==> config.mk <==
export PLATFORM = sky130hd
export DESIGN_NAME = ps2_rx_frame_flat
export DESIGN_NICKNAME = d
export VERILOG_FILES = /design/src/rtl/ps2_rx_frame_if.sv /design/src/rtl/ps2_rx_frame.sv /design/src/flat_wrapper.sv
export SDC_FILE = /design/constraint.sdc
export NUM_CORES = 1
export LEC_CHECK = 0
export BUFFER_PORTS_ARGS = -buffer_cell sky130_fd_sc_hd__buf_2
export CELL_PAD_IN_SITES_DETAIL_PLACEMENT = 1
export CELL_PAD_IN_SITES_GLOBAL_PLACEMENT = 1
export CORE_ASPECT_RATIO = 0.6
export CORE_UTILIZATION = 35
export CTS_CLUSTER_DIAMETER = 120
export CTS_CLUSTER_SIZE = 12
export DETAILED_ROUTE_END_ITERATION = 8
export GPL_ROUTABILITY_DRIVEN = 1
export GPL_TIMING_DRIVEN = 0
export PLACE_DENSITY = 0.59
export REMOVE_ABC_BUFFERS = 1
export SYNTH_ARGS = -nofsm -noshare
export SYNTH_HDL_FRONTEND = slang
export SYNTH_SLANG_ARGS = --single-unit
==> constraint.sdc <==
create_clock -name clk -period 2 [get_ports clk]
set_input_delay 0.3 -clock clk [delete_from_list [all_inputs] [get_ports clk]]
set_output_delay 0.3 -clock clk [all_outputs]
set_load 0.01 [all_outputs]
==> src/rtl/ps2_rx_frame_if.sv <==
// Scancode output bus from the PS/2 frame receiver to the scancode-to-digit decoder.
interface ps2_rx_frame_if;
  logic [7:0] code;
  logic       code_valid;
  logic       is_break;
  logic       frame_err;

  modport master (output code, code_valid, is_break, frame_err);
  modport slave  (input  code, code_valid, is_break, frame_err);
endinterface

==> src/rtl/ps2_rx_frame.sv <==
// PS/2 serial receiver: synchronizes ps2_clk/ps2_data, deserializes 11-bit frames, checks framing.
// Optional break-code tagging is enabled with `define PS2_RX_BREAK_TAG_EN.
module ps2_rx_frame #(
  parameter int unsigned TIMEOUT_CYCLES = 5000
) (
  input  logic                  clk,
  input  logic                  resetn,
  input  logic                  ps2_clk,
  input  logic                  ps2_data,
  ps2_rx_frame_if.master        code_if
);

  localparam int unsigned TMR_W = (TIMEOUT_CYCLES > 1) ? $clog2(TIMEOUT_CYCLES) : 1;
  localparam logic [TMR_W-1:0] TMR_LAST = TMR_W'(TIMEOUT_CYCLES - 1);
  localparam logic [7:0] BREAK_CODE = 8'hF0;

  typedef enum logic [1:0] {IDLE, DATA, PARITY, STOP} state_t;

  state_t           r_state, w_state_n;
  logic             r_clk_s1, r_clk_s2, r_clk_hist, r_dat_s1, r_dat_s2;
  logic [7:0]       r_shift, w_shift_n;
  logic [2:0]       r_bitcnt, w_bitcnt_n;
  logic             r_par, w_par_n;
  logic [TMR_W-1:0] r_tmr, w_tmr_n;
  logic [7:0]       r_code, w_code_n;
  logic             r_code_valid, w_code_valid_n;
  logic             r_frame_err, w_frame_err_n;
  logic             w_fall, w_bit, w_ok;
`ifdef PS2_RX_BREAK_TAG_EN
  logic             r_is_break, w_is_break_n;
  logic             r_brk, w_brk_n;
`endif

  // Two-flop synchronizers plus ps2_clk history; idle bus reads high.
  always_ff @(posedge clk or negedge resetn) begin
    if (!resetn) begin
      r_clk_s1   <= 1'b1;
      r_clk_s2   <= 1'b1;
      r_clk_hist <= 1'b1;
      r_dat_s1   <= 1'b1;
      r_dat_s2   <= 1'b1;
    end else begin
      r_clk_s1   <= ps2_clk;
      r_clk_s2   <= r_clk_s1;
      r_clk_hist <= r_clk_s2;
      r_dat_s1   <= ps2_data;
      r_dat_s2   <= r_dat_s1;
    end
  end

  assign w_fall = r_clk_hist & ~r_clk_s2;
  assign w_bit  = r_dat_s2;
  assign w_ok   = (^r_shift ^ r_par) & w_bit;

  always_ff @(posedge clk or negedge resetn) begin
    if (!resetn) begin
      r_state      <= IDLE;
      r_shift      <= '0;
      r_bitcnt     <= '0;
      r_par        <= 1'b0;
      r_tmr        <= '0;
      r_code       <= '0;
      r_code_valid <= 1'b0;
      r_frame_err  <= 1'b0;
`ifdef PS2_RX_BREAK_TAG_EN
      r_is_break   <= 1'b0;
      r_brk        <= 1'b0;
`endif
    end else begin
      r_state      <= w_state_n;
      r_shift      <= w_shift_n;
      r_bitcnt     <= w_bitcnt_n;
      r_par        <= w_par_n;
      r_tmr        <= w_tmr_n;
      r_code       <= w_code_n;
      r_code_valid <= w_code_valid_n;
      r_frame_err  <= w_frame_err_n;
`ifdef PS2_RX_BREAK_TAG_EN
      r_is_break   <= w_is_break_n;
      r_brk        <= w_brk_n;
`endif
    end
  end

  // Frame FSM, inter-bit timer and output pulse generation.
  always_comb begin
    w_state_n      = r_state;
    w_shift_n      = r_shift;
    w_bitcnt_n     = r_bitcnt;
    w_par_n        = r_par;
    w_code_n       = r_code;
    w_code_valid_n = 1'b0;
    w_frame_err_n  = 1'b0;
`ifdef PS2_RX_BREAK_TAG_EN
    w_is_break_n   = r_is_break;
    w_brk_n        = r_brk;
`endif
    w_tmr_n        = (r_state == IDLE || w_fall) ? '0 : r_tmr + TMR_W'(1);

    unique case (r_state)
      IDLE: begin
        if (w_fall && !w_bit) begin
          w_state_n  = DATA;
          w_bitcnt_n = '0;
        end
      end
      DATA: begin
        if (w_fall) begin
          w_shift_n  = {w_bit, r_shift[7:1]};
          w_bitcnt_n = r_bitcnt + 3'd1;
          if (r_bitcnt == 3'd7) w_state_n = PARITY;
        end
      end
      PARITY: begin
        if (w_fall) begin
          w_par_n   = w_bit;
          w_state_n = STOP;
        end
      end
      STOP: begin
        if (w_fall) begin
          w_state_n = IDLE;
          if (w_ok) begin
`ifdef PS2_RX_BREAK_TAG_EN
            if (r_shift == BREAK_CODE) begin
              w_brk_n = 1'b1;
            end else begin
              w_code_n       = r_shift;
              w_code_valid_n = 1'b1;
              w_is_break_n   = r_brk;
              w_brk_n        = 1'b0;
            end
`else
            w_code_n       = r_shift;
            w_code_valid_n = 1'b1;
`endif
          end else begin
            w_frame_err_n = 1'b1;
`ifdef PS2_RX_BREAK_TAG_EN
            w_brk_n       = 1'b0;
`endif
          end
        end
      end
      default: w_state_n = IDLE;
    endcase

    // A fall in the terminal cycle wins; otherwise abort the partial frame.
    if (r_state != IDLE && !w_fall && r_tmr == TMR_LAST) begin
      w_state_n     = IDLE;
      w_shift_n     = '0;
      w_frame_err_n = 1'b1;
`ifdef PS2_RX_BREAK_TAG_EN
      w_brk_n       = 1'b0;
`endif
    end
  end

  assign code_if.code       = r_code;
  assign code_if.code_valid = r_code_valid;
  assign code_if.frame_err  = r_frame_err;
`ifdef PS2_RX_BREAK_TAG_EN
  assign code_if.is_break   = r_is_break;
`else
  assign code_if.is_break   = 1'b0;
`endif

endmodule
==> src/flat_wrapper.sv <==
// flat-port wrapper written by rule: the top's interface ports become plain ports
module ps2_rx_frame_flat 
#(
  parameter int unsigned TIMEOUT_CYCLES = 5000
)
  (clk, resetn, ps2_clk, ps2_data, code_if_code, code_if_code_valid, code_if_is_break, code_if_frame_err);
  ps2_rx_frame_if code_if_i ();
  input  logic clk;
  input  logic resetn;
  input  logic ps2_clk;
  input  logic ps2_data;
  output wire logic [$bits(code_if_i.code)-1:0] code_if_code;
  output wire logic [$bits(code_if_i.code_valid)-1:0] code_if_code_valid;
  output wire logic [$bits(code_if_i.is_break)-1:0] code_if_is_break;
  output wire logic [$bits(code_if_i.frame_err)-1:0] code_if_frame_err;
  assign code_if_code = code_if_i.code;
  assign code_if_code_valid = code_if_i.code_valid;
  assign code_if_is_break = code_if_i.is_break;
  assign code_if_frame_err = code_if_i.frame_err;
  ps2_rx_frame #(.TIMEOUT_CYCLES(TIMEOUT_CYCLES)) u_core (.clk(clk), .resetn(resetn), .ps2_clk(ps2_clk), .ps2_data(ps2_data), .code_if(code_if_i));
endmodule
==> flow_metrics.env, run 1 <==
export IMPL_status="finished, final reports clean"
export IMPL_async_reset_ff_frac=1.00
export IMPL_routedWlPerCell_um=15.4
export IMPL_ys_types=30
export IMPL_tightest_slew_ps=919
export IMPL_die_w_um=97.4
export IMPL_synth_area_leaders="dfrtp_1 (48%), dfstp_2 (6.9%), mux2_2 (5.3%), ha_1 (5.2%), nand2_1 (3.7%)"
export IMPL_synth_edff_count=0
export IMPL_synth_compound_area_frac=0.0767
export IMPL_crit_arrival_ps=2100
export IMPL_report_final_slew_viol_count=0
export IMPL_clock_latency_ps=290
export IMPL_postCtsHoldBufs=0
export IMPL_synthMuxAreaShare=0.0531
export IMPL_finClkSkew_ps=7.74
export IMPL_vias=1305
export IMPL_pwr_density_cell_mw_per_mm2=1310
export IMPL_clock_sinks=42
export IMPL_dieArea_mm2=0.00576
export IMPL_yosys_area_share_simple=0.158
export IMPL_synth_xor_area_share=0.0845
export IMPL_cp_start_kind="flip-flop"
export IMPL_dp_hpwl_mm=2.80
export IMPL_antenna_left=0
export IMPL_die_h_um=59.2
export IMPL_maxCapViolations=0
export IMPL_drc=0
export IMPL_synth_top_family_by_area="simple AND/OR/NAND/NOR gates"
export IMPL_dr_pass1_iters=4
export IMPL_worst_ep_required_time_ps=2180
export IMPL_yosys_warnings=0
export IMPL_fin_crit_sh=0.960
export IMPL_htreeDepth=2
export IMPL_ys_ff_latch=42
export IMPL_path_max_fanout=5
export IMPL_grt_max_degree=43
export IMPL_clk_pin_slew_ps=80
export IMPL_synth_top_area_share=0.485
export IMPL_fillCellCount=560
export IMPL_end_kind="flip-flop"
export IMPL_pin_count=15
export IMPL_relSlewSlack=0.388
export IMPL_synthFlopType="dfrtp_1"
export IMPL_cts_buffers=5
export IMPL_drive_gt1_frac=0.244
export IMPL_post_route_min_period_ps=1920
export IMPL_path_class="reg -> reg"
export IMPL_dr_first_iter_drc_count=21
export IMPL_layoutNonFillerInstCount=259
export IMPL_finalHoldViolCount=0
export IMPL_synth_common_cells="dfrtp_1 (37), nand2_1 (19), nor2_1 (15)"
export IMPL_yosysTopAreaCell="dfrtp_1"
export IMPL_seqCellArea_mm2=0.00106
export IMPL_cts_max_path_buffers=2
export IMPL_p_leak_uw=0.00105
export IMPL_core_area_mm2=0.00515
export IMPL_cts_tree="built"
export IMPL_max_freq_mhz=521
export IMPL_dp_cells=246
export IMPL_antenna_found_initial=0
export IMPL_antenna_cells=0
export IMPL_routed_via_density=5.04
export IMPL_hp_class="in -> reg"
export IMPL_io_buffers=13
export IMPL_synth_fa_ha_area_frac=0.0524
export IMPL_setup_violations=0
export IMPL_gr_total_overflow=0
export IMPL_seq_area_frac_synth=0.554
export IMPL_syn_area_mm2=0.00191
export IMPL_report_power_total_uw=2880
export IMPL_multi_input_area_um2=858
export IMPL_place_congestion=0.700
export IMPL_routed_wl_mm=3.99
export IMPL_grt_pass1_wl_mm=6.98
export IMPL_start_util=0.370
export IMPL_synth_cells=172
export IMPL_grt_pass1_vias=1462
export IMPL_rows=20
export IMPL_fin_nets=204
export IMPL_rsz0062_at_grt="true"
export IMPL_clockRootBuffer="clkbuf_8"
export IMPL_ir_worst_vdd_mv=0.496
export IMPL_area_delta_synth_final_pct=15.4
export IMPL_yosysMostFrequentCell="dfrtp_1"
export IMPL_synth_area_per_cell_um2=11.1
export IMPL_track_usage=0.160
logic make-up (layout without fill, tap and decap cells):
kind of cell / count (synthesis) / after routing
mux: 9 / 9
compound gates: 25 / 25
fa+ha+maj: 8 / 8
other cells: 1 / 1
flops: 42 / 42
simple gates: 62 / 63
buf+inv: 9 / 29
xor+xnor: 16 / 16
cells in the final DEF (no fill, tap or decap), drive strengths merged, types with 2 or more instances in the layout:
master and n:
dfstp 5, ha 8, nand4 4, nand2b 3
inv 4, nand2 19, dfrtp 37, or3 2
a32o 2, clkbuf 6, nand3 13, mux2 9
a21oi 11, nor3 3, nor2 15, xnor2 7
xor2 8, o21ai 8, buf 17, a21o 2
sequential cells by signal, summed over array words and instances, names as in the netlist:
signal / flops
u_core.code_if.code: 8
u_core.code_if.code_valid: 1
u_core.code_if.frame_err: 1
u_core.r_bitcnt: 3
u_core.r_clk_hist: 1
u_core.r_clk_s1: 1
u_core.r_clk_s2: 1
u_core.r_dat_s1: 1
u_core.r_dat_s2: 1
u_core.r_par: 1
u_core.r_shift: 8
u_core.r_state: 2
u_core.r_tmr: 13
timing repair:
action,in CTS,in global routing
resized for setup,4,4
setup endpoints to repair,19,10
pin swaps,3,0
cloned,1,0
setup buffers,4,0
routing by layer:
layer | vias up | share of wire | wire length (um) | global-route usage
met3 | 2 | 0.029 | 117 | 0.0436
met5 | - | 0 | 0 | 0
met1 | 661 | 0.48 | 1920 | 0.200
li1 | 629 | - | - | -
met4 | 0 | 0.0038 | 15 | 0.0399
met2 | 13 | 0.49 | 1950 | 0.282
metrics by stage:
stage | setup TNS (ps) | util | setup WS, ps | area, um^2 | hold WS (ps)
final | 0 | 0.427 | 79.3 | 2200 | 106
after global routing | -141 | 0.427 | -22.0 | 2200 | 86.5
after CTS | 0 | 0.423 | 11.7 | 2180 | 93.5
after detailed placement | -3190 | 0.395 | -353 | 2030 | 351
after global placement | -2600 | 0.395 | -296 | 2030 | 350
after floorplan | 0 | - | 88.9 | 1890 | 4.41
final timing paths:
check / endpoint / slack, ps / startpoint / cells past startpoint
worst max-delay path: u_core.code_if.code[3] / 80 / u_core.r_shift[2] / 5
worst min-delay path: u_core.r_clk_s1 / 110 / ps2_clk / 1
worst max register to register: u_core.code_if.code[3] / 80 / u_core.r_shift[2] / 5
worst min register to register: u_core.r_clk_s2 / 360 / u_core.r_clk_s1 / 0
max in group asynchronous: u_core.code_if.code[7] / 1280 / resetn / 1
min in group asynchronous: u_core.r_tmr[9] / 140 / resetn / 1
area by class of cell:
cell class / count / share of cell area
Clock buffer: 6 / 0.0375
Clock inverter: 2 / 0.00568
Inverter: 4 / 0.00681
Multi-Input combinational cell: 122 / 0.390
Sequential cell: 42 / 0.480
Tap cell: 66 / 0.0375
Timing Repair Buffer: 17 / 0.0432
worst max-delay path, stage by stage, from the launching register on:
cell,delay (ps)
dfrtp_1,400
xnor2_1,200
xnor3_2,500
xnor2_4,230
nand4_4,170
mux2_2,320
power by group:
part / internal, uW / total [uW] / switching [uW]
clock: 278 / 564 / 287
combinational: 568 / 1160 / 595
sequential: 1010 / 1150 / 138
total: 1860 / 2880 / 1020
(Power assumes the default switching activity.)
==> run 2, diff against run 1 <==
--- a/config.mk
+++ b/config.mk
@@ -15,6 +15,7 @@
 export DETAILED_ROUTE_END_ITERATION = 8
 export GPL_ROUTABILITY_DRIVEN = 1
 export GPL_TIMING_DRIVEN = 0
+export MAX_ROUTING_LAYER = met4
 export PLACE_DENSITY = 0.59
 export REMOVE_ABC_BUFFERS = 1
 export SYNTH_ARGS = -nofsm -noshare
==> run 2 against run 1 <==
  * Sequential share of layout area is the same
  * Largest cell class unchanged
  * Largest power group unchanged
  * Combinational power barely moved
  * Critical endpoint unchanged
  * Maximum frequency unchanged
  * Worst setup slack barely moved
==> flow_metrics.env, run 2 (synthesis results as in run 1) <==
export IMPL_report_final_slew_viol_count=0
export IMPL_internal_power_uw=1860
export IMPL_p_clk_frac=0.196
export IMPL_finalHoldViolCount=0
export IMPL_place_congestion=0.708
export IMPL_rows=20
export IMPL_layoutNonFillerInstCount=259
export IMPL_pwr_density_cell_mw_per_mm2=1310
export IMPL_path_max_fanout=5
export IMPL_path_class="reg -> reg"
export IMPL_area_delta_synth_final_pct=15.4
export IMPL_fin_nets=204
export IMPL_pwr_share_seq=0.399
export IMPL_finClkSkew_ps=7.71
export IMPL_regMostFlops="u_core.r_tmr"
export IMPL_relSlewSlack=0.389
export IMPL_grt_pass1_vias=1461
export IMPL_netSwitchingPower_uw=1020
export IMPL_antenna_left=0
export IMPL_hp_class="in -> reg"
export IMPL_rsz0062_at_grt="true"
export IMPL_utilization=0.427
export IMPL_pin_count=15
export IMPL_setup_violations=0
export IMPL_routed_via_density=5.05
export IMPL_maxCapViolations=0
export IMPL_cts_buffers=5
export IMPL_p_leak_uw=0.00105
export IMPL_dr_pass1_iters=4
export IMPL_dp_cells=246
export IMPL_comb_power_share=0.404
export IMPL_crit_arrival_ps=2100
export IMPL_cp_start_kind="flip-flop"
export IMPL_cts_max_path_buffers=2
export IMPL_drc=0
export IMPL_hold_path_depth=1
export IMPL_status="finished, final reports clean"
export IMPL_start_util=0.370
export IMPL_dp_hpwl_mm=2.80
export IMPL_die_w_um=97.4
export IMPL_vias=1308
export IMPL_io_buffers=13
export IMPL_fin_setup_tns_ps=0
export IMPL_reg2reg_to="u_core.code_if.code[3]"
export IMPL_routedWlPerCell_um=15.4
export IMPL_tightest_slew_ps=917
export IMPL_core_area_mm2=0.00515
export IMPL_clock_sinks=42
export IMPL_fin_crit_sh=0.960
export IMPL_r2r_cells=5
export IMPL_end_kind="flip-flop"
export IMPL_report_power_total_uw=2880
export IMPL_min_to="u_core.r_clk_s1"
export IMPL_htreeDepth=2
export IMPL_track_usage=0.165
export IMPL_layout_commonest_cell="dfrtp_1"
export IMPL_r2r_start="u_core.r_shift[2]"
export IMPL_cts_tree="built"
export IMPL_dieArea_mm2=0.00576
export IMPL_mostFrequentLayoutCells="dfrtp_1 (37), nand2_1 (19), nor2_1 (15), nand3_1 (13), buf_2 (13)"
export IMPL_drive_gt1_frac=0.244
export IMPL_clock_latency_ps=290
export IMPL_routed_wl_mm=4.00
export IMPL_gr_total_overflow=0
export IMPL_largest_reg_flops=13
export IMPL_ir_worst_vdd_mv=0.496
export IMPL_dr_first_iter_drc_count=21
export IMPL_grt_max_degree=43
export IMPL_antenna_cells=0
export IMPL_antenna_found_initial=0
export IMPL_post_route_min_period_ps=1920
export IMPL_swShare=0.355
export IMPL_reg2reg_slack_ps=80
export IMPL_worst_ep_required_time_ps=2180
export IMPL_die_h_um=59.2
export IMPL_hold_path_startpoint="ps2_clk"
export IMPL_grt_pass1_wl_mm=6.99
export IMPL_clockRootBuffer="clkbuf_8"
export IMPL_clk_pin_slew_ps=80
export IMPL_max_freq_mhz=521
## run 2: cell counts in the layout (fill, tap and decap cells not counted)
No cell type changed its count.
## run 2: power by group through the flow
stage / Combinational (uW) / Sequential (uW) / Clock (uW)
after global placement: 864 / 1150 / 0
final: 1160 / 1150 / 565
after CTS: 1060 / 1150 / 589
after global routing: 1290 / 1180 / 624
after detailed placement: 907 / 1170 / 0
after floorplan: 690 / 1150 / 0
## run 2: metrics by stage
step / instance area (um^2) / setup WS [ps] / hold WS (ps)
floorplan: 1890 / 88.9 / 4.41
CTS: 2180 / 11.7 / 93.5
global placement: 2030 / -296 / 350
detailed placement: 2030 / -353 / 351
global route: 2200 / -22.0 / 86.5
finish: 2200 / 79.3 / 105
## run 2: timing repair
item | in CTS | in global routing
gates cloned | 1 | 0
pin swaps | 3 | 0
hold buffers | 0 | 0
gates resized for setup | 4 | 4
setup buffers | 4 | 0
setup endpoints to repair | 19 | 10
## run 2: area by class of cell
cell class	count	area, um^2
multi-input combinational	122	858
sequential	42	1060
tap	66	82.6
inverter	4	15.0
fill	560	2950
clock inverter	2	12.5
timing repair buffer	17	95.1
clock buffer	6	82.6
## run 2: worst max-delay path by stage
| stage | end | slack, ps | depth (start not counted) | from |
|---|---|---|---|---|
| final | u_core.code_if.code[3] | 80 | 5 | u_core.r_shift[2] |
| after global routing | u_core.code_if.code[0] | -20 | 5 | u_core.r_shift[2] |
| after floorplan | u_core.r_state[0] | 90 | 6 | u_core.r_state[0] |
| after CTS | u_core.code_if.code[3] | 10 | 5 | u_core.r_shift[2] |
| after global placement | u_core.r_state[1] | -300 | 6 | u_core.r_state[0] |
| after detailed placement | u_core.r_state[0] | -350 | 6 | u_core.r_state[0] |
## run 2: worst max-delay path, cell delays in order (launching register included)
cell and delay, ps:
dfrtp_1 400, xnor2_1 200, xnor3_2 500, xnor2_4 230, nand4_4 170, mux2_2 320
## run 2: metal layers
metal  share of wire  vias to the layer above  track usage  wire length (um)
met4          0.0048                        0       0.0399                19
met5               0                        -            -                 0
met2            0.49                       14        0.282              1950
met1            0.48                      662        0.200              1920
li1                -                      630            -                 -
met3           0.027                        2       0.0436               109
